## src/rtl/ysyx_25040101_ctrl_fsm.sv

```systemverilog
// ysyx_25040101_ctrl_fsm
// Multi-cycle RV32I control sequencer. Takes one instruction per IFU handshake,
// decodes it into a registered control bundle, then walks it through
// EXE -> (MREQ -> MWAIT) -> WB. Ebreak, illegal encodings and LSU faults or
// timeouts park the sequencer in a sticky HALT state that only reset leaves.
//
// Ports
//   clk_i, rst_i                  clock, synchronous active-high reset
//   ifu_valid_i / ifu_ready_o     instruction handshake, inst_i the word
//   lsu_req_valid_o / _ready_i    LSU request handshake, lsu_req_we_o = store
//   lsu_resp_valid_i / _err_i     LSU completion and bus error
//   alu_ctrl_o .. is_mret_o       registered decode bundle for the datapath
//   rd_wen_o, pc_wen_o            one-cycle write strobes in WB
//   halted_o, halt_cause_o        sticky halt flag and cause
module ysyx_25040101_ctrl_fsm #(
  parameter bit EN_CSR      = 1'b1,
  parameter int MEM_TIMEOUT = 255
) (
  input  logic        clk_i,
  input  logic        rst_i,
  input  logic        ifu_valid_i,
  output logic        ifu_ready_o,
  input  logic [31:0] inst_i,
  output logic        lsu_req_valid_o,
  input  logic        lsu_req_ready_i,
  output logic        lsu_req_we_o,
  input  logic        lsu_resp_valid_i,
  input  logic        lsu_resp_err_i,
  output logic [7:0]  alu_ctrl_o,
  output logic [1:0]  srca_ctrl_o,
  output logic [2:0]  srcb_ctrl_o,
  output logic [5:0]  imm_type_o,
  output logic        pc_ctrl_o,
  output logic        pc_srca_ctrl_o,
  output logic        pc_srcb_ctrl_o,
  output logic [3:0]  mem_op_o,
  output logic        is_branch_o,
  output logic [2:0]  br_cond_o,
  output logic [1:0]  slt_ctrl_o,
  output logic [1:0]  csr_op_o,
  output logic        csr_imm_o,
  output logic        is_ecall_o,
  output logic        is_mret_o,
  output logic        rd_wen_o,
  output logic        pc_wen_o,
  output logic        halted_o,
  output logic [1:0]  halt_cause_o
);

  localparam logic [2:0] S_IDLE  = 3'd0;
  localparam logic [2:0] S_DEC   = 3'd1;
  localparam logic [2:0] S_EXE   = 3'd2;
  localparam logic [2:0] S_MREQ  = 3'd3;
  localparam logic [2:0] S_MWAIT = 3'd4;
  localparam logic [2:0] S_WB    = 3'd5;
  localparam logic [2:0] S_HALT  = 3'd6;

  // One-hot ALU op codes: bit0 add .. bit7 xor
  localparam logic [7:0] ALU_ADD = 8'h01;
  localparam logic [7:0] ALU_SUB = 8'h02;
  localparam logic [7:0] ALU_SRA = 8'h04;
  localparam logic [7:0] ALU_SRL = 8'h08;
  localparam logic [7:0] ALU_SLL = 8'h10;
  localparam logic [7:0] ALU_AND = 8'h20;
  localparam logic [7:0] ALU_OR  = 8'h40;
  localparam logic [7:0] ALU_XOR = 8'h80;

  localparam logic [5:0] IMM_I = 6'b100000;
  localparam logic [5:0] IMM_S = 6'b010000;
  localparam logic [5:0] IMM_B = 6'b001000;
  localparam logic [5:0] IMM_U = 6'b000100;
  localparam logic [5:0] IMM_J = 6'b000010;
  localparam logic [5:0] IMM_SH = 6'b000001;

  localparam int CW = (MEM_TIMEOUT < 1) ? 1 : $clog2(MEM_TIMEOUT + 1);
  // cnt_q holds MWAIT cycles already spent, so the current cycle is number
  // cnt_q+1; the timeout fires on the MEM_TIMEOUT-th cycle.
  localparam logic [CW-1:0] CNT_LAST = CW'(MEM_TIMEOUT - 1);
  localparam logic [CW-1:0] CNT_MAX  = {CW{1'b1}};

  typedef struct packed {
    logic [7:0] alu;
    logic [1:0] srca;
    logic [2:0] srcb;
    logic [5:0] imm;
    logic       pc_ctrl;
    logic       pc_srca;
    logic       pc_srcb;
    logic [3:0] mem_op;
    logic       is_mem;
    logic       is_branch;
    logic [2:0] br_cond;
    logic [1:0] slt;
    logic [1:0] csr_op;
    logic       csr_imm;
    logic       is_ecall;
    logic       is_mret;
    logic       rd_wen;
  } bundle_t;

  logic [2:0]    state_q, state_d;
  logic [31:0]   inst_q, inst_d;
  logic [CW-1:0] cnt_q, cnt_d;
  logic [1:0]    cause_q, cause_d;
  bundle_t       bundle_q, bundle_d, dec_b;
  logic          illegal, ebreak, wr;

  logic [6:0] opcode;
  logic [2:0] f3;
  logic [6:0] f7;
  logic       f7_ok;
  assign opcode = inst_q[6:0];
  assign f3     = inst_q[14:12];
  assign f7     = inst_q[31:25];
  assign f7_ok  = (f7 == 7'h00) || (f7 == 7'h20);

  // Combinational decode of the latched word
  always_comb begin
    dec_b   = '0;
    illegal = 1'b0;
    ebreak  = 1'b0;
    wr      = 1'b0;
    case (opcode)
      7'b0110011: begin // OP
        wr = 1'b1;
        case (f3)
          3'b000: begin dec_b.alu = f7[5] ? ALU_SUB : ALU_ADD; illegal = !f7_ok; end
          3'b001: begin dec_b.alu = ALU_SLL; dec_b.srcb = 3'b100; illegal = (f7 != 7'h00); end
          3'b010: begin dec_b.alu = ALU_SUB; dec_b.slt = 2'b01; illegal = (f7 != 7'h00); end
          3'b011: begin dec_b.alu = ALU_SUB; dec_b.slt = 2'b10; illegal = (f7 != 7'h00); end
          3'b100: begin dec_b.alu = ALU_XOR; illegal = (f7 != 7'h00); end
          3'b101: begin
            dec_b.alu  = f7[5] ? ALU_SRA : ALU_SRL;
            dec_b.srcb = 3'b100;
            illegal    = !f7_ok;
          end
          3'b110: begin dec_b.alu = ALU_OR;  illegal = (f7 != 7'h00); end
          default: begin dec_b.alu = ALU_AND; illegal = (f7 != 7'h00); end
        endcase
      end
      7'b0010011: begin // OP-IMM
        wr         = 1'b1;
        dec_b.srcb = 3'b001;
        dec_b.imm  = IMM_I;
        case (f3)
          3'b000: dec_b.alu = ALU_ADD;
          3'b010: begin dec_b.alu = ALU_SUB; dec_b.slt = 2'b01; end
          3'b011: begin dec_b.alu = ALU_SUB; dec_b.slt = 2'b10; end
          3'b100: dec_b.alu = ALU_XOR;
          3'b110: dec_b.alu = ALU_OR;
          3'b111: dec_b.alu = ALU_AND;
          3'b001: begin dec_b.alu = ALU_SLL; dec_b.imm = IMM_SH; illegal = (f7 != 7'h00); end
          default: begin
            // inst[30] picks arithmetic shift; the other funct7 bits must be clear
            dec_b.alu = inst_q[30] ? ALU_SRA : ALU_SRL;
            dec_b.imm = IMM_SH;
            illegal   = inst_q[31] || (inst_q[29:25] != 5'd0);
          end
        endcase
      end
      7'b0000011: begin // LOAD
        wr           = 1'b1;
        dec_b.alu    = ALU_ADD;
        dec_b.srcb   = 3'b001;
        dec_b.imm    = IMM_I;
        dec_b.is_mem = 1'b1;
        case (f3)
          3'b000, 3'b001, 3'b010, 3'b100, 3'b101:
            dec_b.mem_op = {1'b0, f3[1:0], f3[2]};
          default: illegal = 1'b1;
        endcase
      end
      7'b0100011: begin // STORE
        dec_b.alu    = ALU_ADD;
        dec_b.srcb   = 3'b001;
        dec_b.imm    = IMM_S;
        dec_b.is_mem = 1'b1;
        dec_b.mem_op = {1'b1, f3[1:0], 1'b0};
        illegal      = (f3[2] || f3 == 3'b011);
      end
      7'b1100011: begin // BRANCH
        dec_b.is_branch = 1'b1;
        dec_b.br_cond   = f3;
        dec_b.alu       = ALU_SUB;
        dec_b.imm       = IMM_B;
        dec_b.slt       = f3[2] ? (f3[1] ? 2'b10 : 2'b01) : 2'b00;
        illegal         = (f3 == 3'b010) || (f3 == 3'b011);
      end
      7'b0110111: begin // LUI: 0 + imm
        wr = 1'b1; dec_b.alu = ALU_ADD; dec_b.srca = 2'b10; dec_b.srcb = 3'b001; dec_b.imm = IMM_U;
      end
      7'b0010111: begin // AUIPC: pc + imm
        wr = 1'b1; dec_b.alu = ALU_ADD; dec_b.srca = 2'b01; dec_b.srcb = 3'b001; dec_b.imm = IMM_U;
      end
      7'b1101111: begin // JAL: rd = pc + 4, pc += imm
        wr = 1'b1; dec_b.alu = ALU_ADD; dec_b.srca = 2'b01; dec_b.srcb = 3'b010;
        dec_b.imm = IMM_J; dec_b.pc_srcb = 1'b1;
      end
      7'b1100111: begin // JALR: rd = pc + 4, pc = (rs1 + imm) & ~1
        wr = 1'b1; dec_b.alu = ALU_ADD; dec_b.srca = 2'b01; dec_b.srcb = 3'b010;
        dec_b.imm = IMM_I; dec_b.pc_ctrl = 1'b1; dec_b.pc_srca = 1'b1; dec_b.pc_srcb = 1'b1;
        illegal = (f3 != 3'b000);
      end
      7'b0001111: illegal = (f3 != 3'b000); // FENCE: empty bundle
      7'b1110011: begin // SYSTEM
        if (f3 == 3'b000) begin
          if (inst_q[19:15] != 5'd0 || inst_q[11:7] != 5'd0) begin
            illegal = 1'b1;
          end else begin
            case (inst_q[31:20])
              12'h000: begin dec_b.is_ecall = EN_CSR; illegal = !EN_CSR; end
              12'h001: ebreak = 1'b1;
              12'h302: begin dec_b.is_mret = EN_CSR; illegal = !EN_CSR; end
              default: illegal = 1'b1;
            endcase
          end
        end else if (f3 == 3'b100 || !EN_CSR) begin
          illegal = 1'b1;
        end else begin
          wr            = 1'b1;
          dec_b.csr_op  = f3[1:0];
          dec_b.csr_imm = f3[2];
          dec_b.imm     = IMM_I;
        end
      end
      default: illegal = 1'b1;
    endcase
    dec_b.rd_wen = wr && (inst_q[11:7] != 5'd0);
  end

  // Sequencer
  always_comb begin
    state_d  = state_q;
    inst_d   = inst_q;
    cnt_d    = cnt_q;
    cause_d  = cause_q;
    bundle_d = bundle_q;
    case (state_q)
      S_IDLE: begin
        if (ifu_valid_i) begin
          inst_d  = inst_i;
          state_d = S_DEC;
        end
      end
      S_DEC: begin
        // Halting encodings leave an empty bundle behind
        bundle_d = (illegal || ebreak) ? '0 : dec_b;
        if (illegal) begin
          state_d = S_HALT;
          cause_d = 2'b10;
        end else if (ebreak) begin
          state_d = S_HALT;
          cause_d = 2'b01;
        end else begin
          state_d = S_EXE;
        end
      end
      S_EXE:   state_d = bundle_q.is_mem ? S_MREQ : S_WB;
      S_MREQ: begin
        if (lsu_req_ready_i) begin
          state_d = S_MWAIT;
          cnt_d   = '0;
        end
      end
      S_MWAIT: begin
        // A response, good or bad, takes priority over the timeout
        if (lsu_resp_valid_i) begin
          if (lsu_resp_err_i) begin
            state_d = S_HALT;
            cause_d = 2'b11;
          end else begin
            state_d = S_WB;
          end
        end else if ((MEM_TIMEOUT != 0) && (cnt_q == CNT_LAST)) begin
          state_d = S_HALT;
          cause_d = 2'b11;
        end else if (cnt_q != CNT_MAX) begin
          cnt_d = cnt_q + CW'(1);
        end
      end
      S_WB:    state_d = S_IDLE;
      S_HALT:  state_d = S_HALT;
      default: state_d = S_IDLE;
    endcase
  end

  always_ff @(posedge clk_i) begin
    if (rst_i) begin
      state_q  <= S_IDLE;
      inst_q   <= '0;
      cnt_q    <= '0;
      cause_q  <= 2'b00;
      bundle_q <= '0;
    end else begin
      state_q  <= state_d;
      inst_q   <= inst_d;
      cnt_q    <= cnt_d;
      cause_q  <= cause_d;
      bundle_q <= bundle_d;
    end
  end

  // Outputs are forced low while reset is asserted so nothing leaks out of
  // the IDLE decode during the reset window.
  logic    run;
  bundle_t bo;
  assign run = !rst_i;
  assign bo  = run ? bundle_q : '0;

  assign ifu_ready_o     = run && (state_q == S_IDLE);
  assign lsu_req_valid_o = run && (state_q == S_MREQ);
  assign lsu_req_we_o    = bo.mem_op[3];
  assign alu_ctrl_o      = bo.alu;
  assign srca_ctrl_o     = bo.srca;
  assign srcb_ctrl_o     = bo.srcb;
  assign imm_type_o      = bo.imm;
  assign pc_ctrl_o       = bo.pc_ctrl;
  assign pc_srca_ctrl_o  = bo.pc_srca;
  assign pc_srcb_ctrl_o  = bo.pc_srcb;
  assign mem_op_o        = bo.mem_op;
  assign is_branch_o     = bo.is_branch;
  assign br_cond_o       = bo.br_cond;
  assign slt_ctrl_o      = bo.slt;
  assign csr_op_o        = bo.csr_op;
  assign csr_imm_o       = bo.csr_imm;
  assign is_ecall_o      = bo.is_ecall;
  assign is_mret_o       = bo.is_mret;
  assign rd_wen_o        = run && (state_q == S_WB) && bundle_q.rd_wen;
  assign pc_wen_o        = run && (state_q == S_WB);
  assign halted_o        = run && (state_q == S_HALT);
  assign halt_cause_o    = halted_o ? cause_q : 2'b00;

endmodule
```

## config.mk

```make
export PLATFORM = sky130hd
export DESIGN_NAME = ysyx_25040101_ctrl_fsm
export DESIGN_NICKNAME = d
export VERILOG_FILES = /design/src/rtl/ysyx_25040101_ctrl_fsm.sv
export SDC_FILE = /design/constraint.sdc
export NUM_CORES = 1
export LEC_CHECK = 0
export CAP_MARGIN = 5
export CELL_PAD_IN_SITES_DETAIL_PLACEMENT = 1
export CELL_PAD_IN_SITES_GLOBAL_PLACEMENT = 2
export CORE_UTILIZATION = 29
export DETAILED_ROUTE_END_ITERATION = 10
export HOLD_SLACK_MARGIN = 0.03
export PLACE_DENSITY_LB_ADDON = 0.25
export SYNTH_ARGS = -nofsm -noshare
export SYNTH_HDL_FRONTEND = slang
export SYNTH_SLANG_ARGS = --single-unit
```

## constraint.sdc

```tcl
create_clock -name clk_i -period 2.6 [get_ports clk_i]
set_input_delay 0.52 -clock clk_i [delete_from_list [all_inputs] [get_ports clk_i]]
set_output_delay 0.52 -clock clk_i [all_outputs]
set_load 0.01 [all_outputs]
```

* Word level (Yosys, flattened, before mapping)
Cells that the tools add are included.
Widths: inputs -> output; s select.
** Operators by class
- Add/subtract/negate cells :: 1
- Mux-type cells :: 66
- Equal/unequal tests :: 37
- Reductions and logical operators :: 45
** Operators with widths (number)
- $pmux 8 s6 :: 2
- $mux 39 :: 2
- $pmux 6 s7 :: 1
- $mux 3 :: 11
- $mux 8 :: 4
- $pmux 8 s4 :: 1
- $eq 7x6->1 const B :: 4
- $eq 7x7->1 const B :: 4
- $mux 2 :: 13
- $eq 3x3->1 const B :: 7
- $mux 6 :: 3
- $pmux 3 s6 :: 1
- $pmux 2 s2 :: 4
- $pmux 8 s2 :: 1
- $reduce_or 2->1 :: 8
- $mux 1 :: 15
- $reduce_bool 5->1 :: 3
- $eq 7x5->1 const B :: 2
- $eq 12x1->1 const B :: 1
- $eq 12x10->1 const B :: 1
- $eq 3x2->1 const B :: 4
- $logic_not 12->1 :: 1
- $reduce_or 6->1 :: 2
- $ne 2x2->1 const B :: 5
- 28 further kinds :: 49
** Word-level totals
- Output and inout bits :: 45
- Register bits :: 84
- Word-level logic and storage cells :: 170

* Longest topological paths before layout
- Depth in word-level cells :: 8
- Depth in mapped cells :: 9

* Worst setup path before layout
No wires, ideal clock.
- Kind :: input -> output
- Start point :: input port rst_i
- End point :: output port rd_wen_o
- Arrival :: 1.653 ns
- Buffers on the path :: 2
- Path slack :: 0.427 ns
- Stages on the path :: 4
- Cells stage by stage :: clkbuf_1 > clkbuf_1 > nor4b_1 > and2_1
** On the way
- Cells in the longest elaborated chain, start to end :: 3
** RTL lines
- start, declared :: RTL line 20 : input logic rst_i,
- $logic_not 1->1 :: RTL line 307 : assign run = !rst_i;
- $logic_and 1x1->1
- via pc_wen_o :: RTL line 45 : output logic pc_wen_o,
- $logic_and 1x1->1 :: RTL line 328 : assign rd_wen_o = run && (state_q == S_WB) && bundle_q.rd_wen;
- end, declared :: RTL line 44 : output logic rd_wen_o,
The timed path passes the listed nets, and every way through them passes these cells.

* Worst setup path after layout
- Start point :: register state_q[0]
- End point :: output port rd_wen_o
** On the way
- Cells in the longest elaborated chain, start to end :: 3
** RTL lines
- start, declared :: RTL line 101 : logic [2:0] state_q, state_d;
- start signal, assigned :: RTL line 295 : state_q <= state_d;
- $eq 3x3->1 :: RTL line 328
- $logic_and 1x1->1 (2 in series) :: RTL line 328
Every way passes these cells.

==> metrics.md <==
| Metric | Value |
|---|---|
| Status | finished clean |
| Count leader, synth | nand2_1 |
| Power Dens Cells | 758 nW/µm² |
| Synth area leaders | dfxtp_1 42%, nand2_1 11%, nor2b_1 6.2%, a21oi_1 5.8%, o21ai_0 3.5% |
| TritonCTS Buffers | 9 |
| Seq/Total Area, Yosys | 42.1% |
| Post-synth cell types | 57 |
| Insertion delay to the later sink of the worst-skew pair | 0.34 ns |
| CTS Root Cell | clkbuf_16 |
| Starting Density | 29.8% |
| WL final | 11.9 mm |
| DIE AREA | 14100 µm² |
| Layout Nets | 634 |
| Vert. Die Dim | 119 µm |
| Share of layout cells above drive strength 1 | 8.01% |
| Period minus WS final | 2.45 ns |
| Ys flop type | dfxtp_1 |
| Antenna Nets Post-Route | 0 |
| Worst Path Max Fanout | 8 |
| Detail Placement HPWL | 9.03 mm |
| Syn Nets | 555 |
| Via count | 3813 |
| Setup tns final | 0 ns |
| Maximum capacitance violations | 0 |
| DR WL/cell | 15.4 µm |
| Clk slew on worst S/H paths | 0.06 ns |
| Via/cell ratio | 4.92 |
| Synthesized area | 3950 µm² |
| Worst setup EP type | output pin |
| Largest net degree at the start of global routing | 42 |
| Die X | 119 µm |
| Critical Setup Path Class | reg2out |
| First-pass GRT wire length | 19.6 mm |
| Fmax achieved | 0.409 GHz |
| Port Buffers | 82 |
| Tightest Pin Transition | 0.549 ns |
| Total global routing overflow | 0 |
| Gpl congestion | 0.870 |
| Clock Skews | 0.00588 ns |
| Drc violations | 0 |
| Arrival time worst endpoint | 1.93 ns |
| Relative slew slack | 63.1% |
| Lkg Pwr | 1.82 nW |
| Fill cells | 1636 |
| Final Hold Vio Count | 0 |
| Core area | 13200 µm² |
| DR iter-0 viols | 117 |
| Final Slew Violations | 0 |
| CTS tree | done |
| H-Tree Depth | 3 |
| Yosys Warn Count | 0 |
| Syn Inst Count | 515 |
| CTS max path bufs | 2 |
| RSZ-0062 raised after global routing | false |
| Drt first pass iters | 4 |
| Maximum vdd drop | 0.364 mV |
| Worst min-delay path class | reg2reg |
| CTS sink cnt | 83 |
| Synth async-reset ratio | 0% |
| Data required, critical path | 2.08 ns |
| Synthesized flop and latch total | 83 |
| Yosys top cell by area | dfxtp_1 |
| Vias in the first global route | 3823 |
| Area growth from synthesis to layout | 33.8% |
| Startpoint types | flop |
| Area share of the largest cell type after synthesis | 42.1% |
| Initial antenna violation count | 0 |
| Ant. Diodes | 0 |
| I/O Pins | 83 |
| Setup violation total in the final timing report | 0 |
| Std-Cell Rows | 42 |
| Number of synthesized flops with an enable pin | 0 |
| Gr usage total | 17.6% |
| Period utilization | 94.1% |
| Avg Inst Size Synth | 7.67 µm² |
| Commonest cells post-synth | 117 x nand2_1, 83 x dfxtp_1, 46 x a21oi_1 |
| Util after Layout | 39.9% |
[routing by layer]
layer / vias up / wire length, µm / global-route usage, % / part of all wire, %
li1: 1931 / - / - / -
met1: 1787 / 5550 / 22.2 / 47
met2: 78 / 5730 / 30.0 / 48
met3: 17 / 377 / 2.51 / 3.2
met4: 0 / 240 / 7.52 / 2.0
met5: - / 0 / 0 / 0
[cell families (layout without fill, tap and decap cells)]
family / count (synthesis) / count (layout) / share of synthesized area, %
simple gates: 256 / 256 / 32.2
compound gates: 118 / 118 / 18.2
flops: 83 / 83 / 42.1
buf+inv: 48 / 132 / 5.13
xor+xnor: 7 / 7 / 1.55
fa+ha+maj: 2 / 2 / 0.634
mux: 1 / 1 / 0.285
[flip-flops by register name (all words and copies together) (netlist names)]
register	flops
state_q	3
cause_q	2
bundle_q	38
cnt_q	8
inst_q	32
[timing repair]
action | CTS | global route
buffers inserted | 0 | 0
hold buffers | 0 | 0
resized for setup | 0 | 2
endpoints found under the setup margin | 0 | 6
[worst max-delay path, cell delays in order (launching register included)]
cell	delay, ns
dfxtp_1	0.45
inv_1	0.17
nor4b_2	0.30
and2_1	0.16
clkdlybuf4s50_1	0.52
[layout make-up]
type                    count  area, µm²  area share [%]
multi-input cells         384       2100            39.7
inverters                  11       41.3           0.781
clock inverters             2       10.0           0.189
flip-flops and latches     83       1660            31.4
clock buffers              14        264            5.00
well taps                 176        220            4.17
repair buffers            105        988            18.7
[power breakdown]
| part | switching (mW) | total (mW) | internal (mW) |
|---|---|---|---|
| Clock | 0.484 | 1.18 | 0.697 |
| Sequential | 0.172 | 1.59 | 1.42 |
| Combinational | 0.773 | 1.23 | 0.455 |
[layout by cell type (no fill, tap or decap), types with 2 or more instances in the layout]
cell type,n
clkbuf_1,3
buf_4,23
inv_1,11
xnor2_1,6
o311a_1,2
nand2_1,117
o211ai_1,2
nor2b_1,39
ha_1,2
nand3_1,7
nor3_1,14
nand4_1,5
o21ai_0,28
clkbuf_16,9
clkinv_2,2
a31oi_1,3
and2_1,5
and4_1,4
o31ai_1,12
nor4_1,4
a21o_1,2
a21oi_1,46
clkdlybuf4s50_1,81
or3b_2,2
dfxtp_1,83
a311oi_1,2
clkbuf_8,2
o21ai_1,4
o22ai_1,4
or3_1,10
nor2_1,30
a41oi_1,2
or4_1,2
nand2b_1,6
[through the flow]
step	total power, mW	setup slack [ns]	area, µm²	instances	hold slack (ns)
floorplan	2.43	0.427	3950	515	0.431
global placement	2.82	0.222	5000	759	0.446
detailed placement	2.86	0.0893	5000	759	0.448
CTS	4.06	0.0414	5270	775	0.457
global route	4.28	0.0415	5280	775	0.478
finish	4.00	0.154	5280	775	0.452
[final timing paths]
check | startpoint | end | slack, ns | cells past startpoint
worst min-delay path | inst_q[11] | inst_q[11] | 0.45 | 2
worst min register to register | inst_q[11] | inst_q[11] | 0.45 | 2
worst max-delay path | state_q[0] | rd_wen_o | 0.15 | 4
worst max register to register | inst_q[25] | bundle_q[7] | 0.18 | 6
No activity file was read; power rests on OpenSTA's default activity.
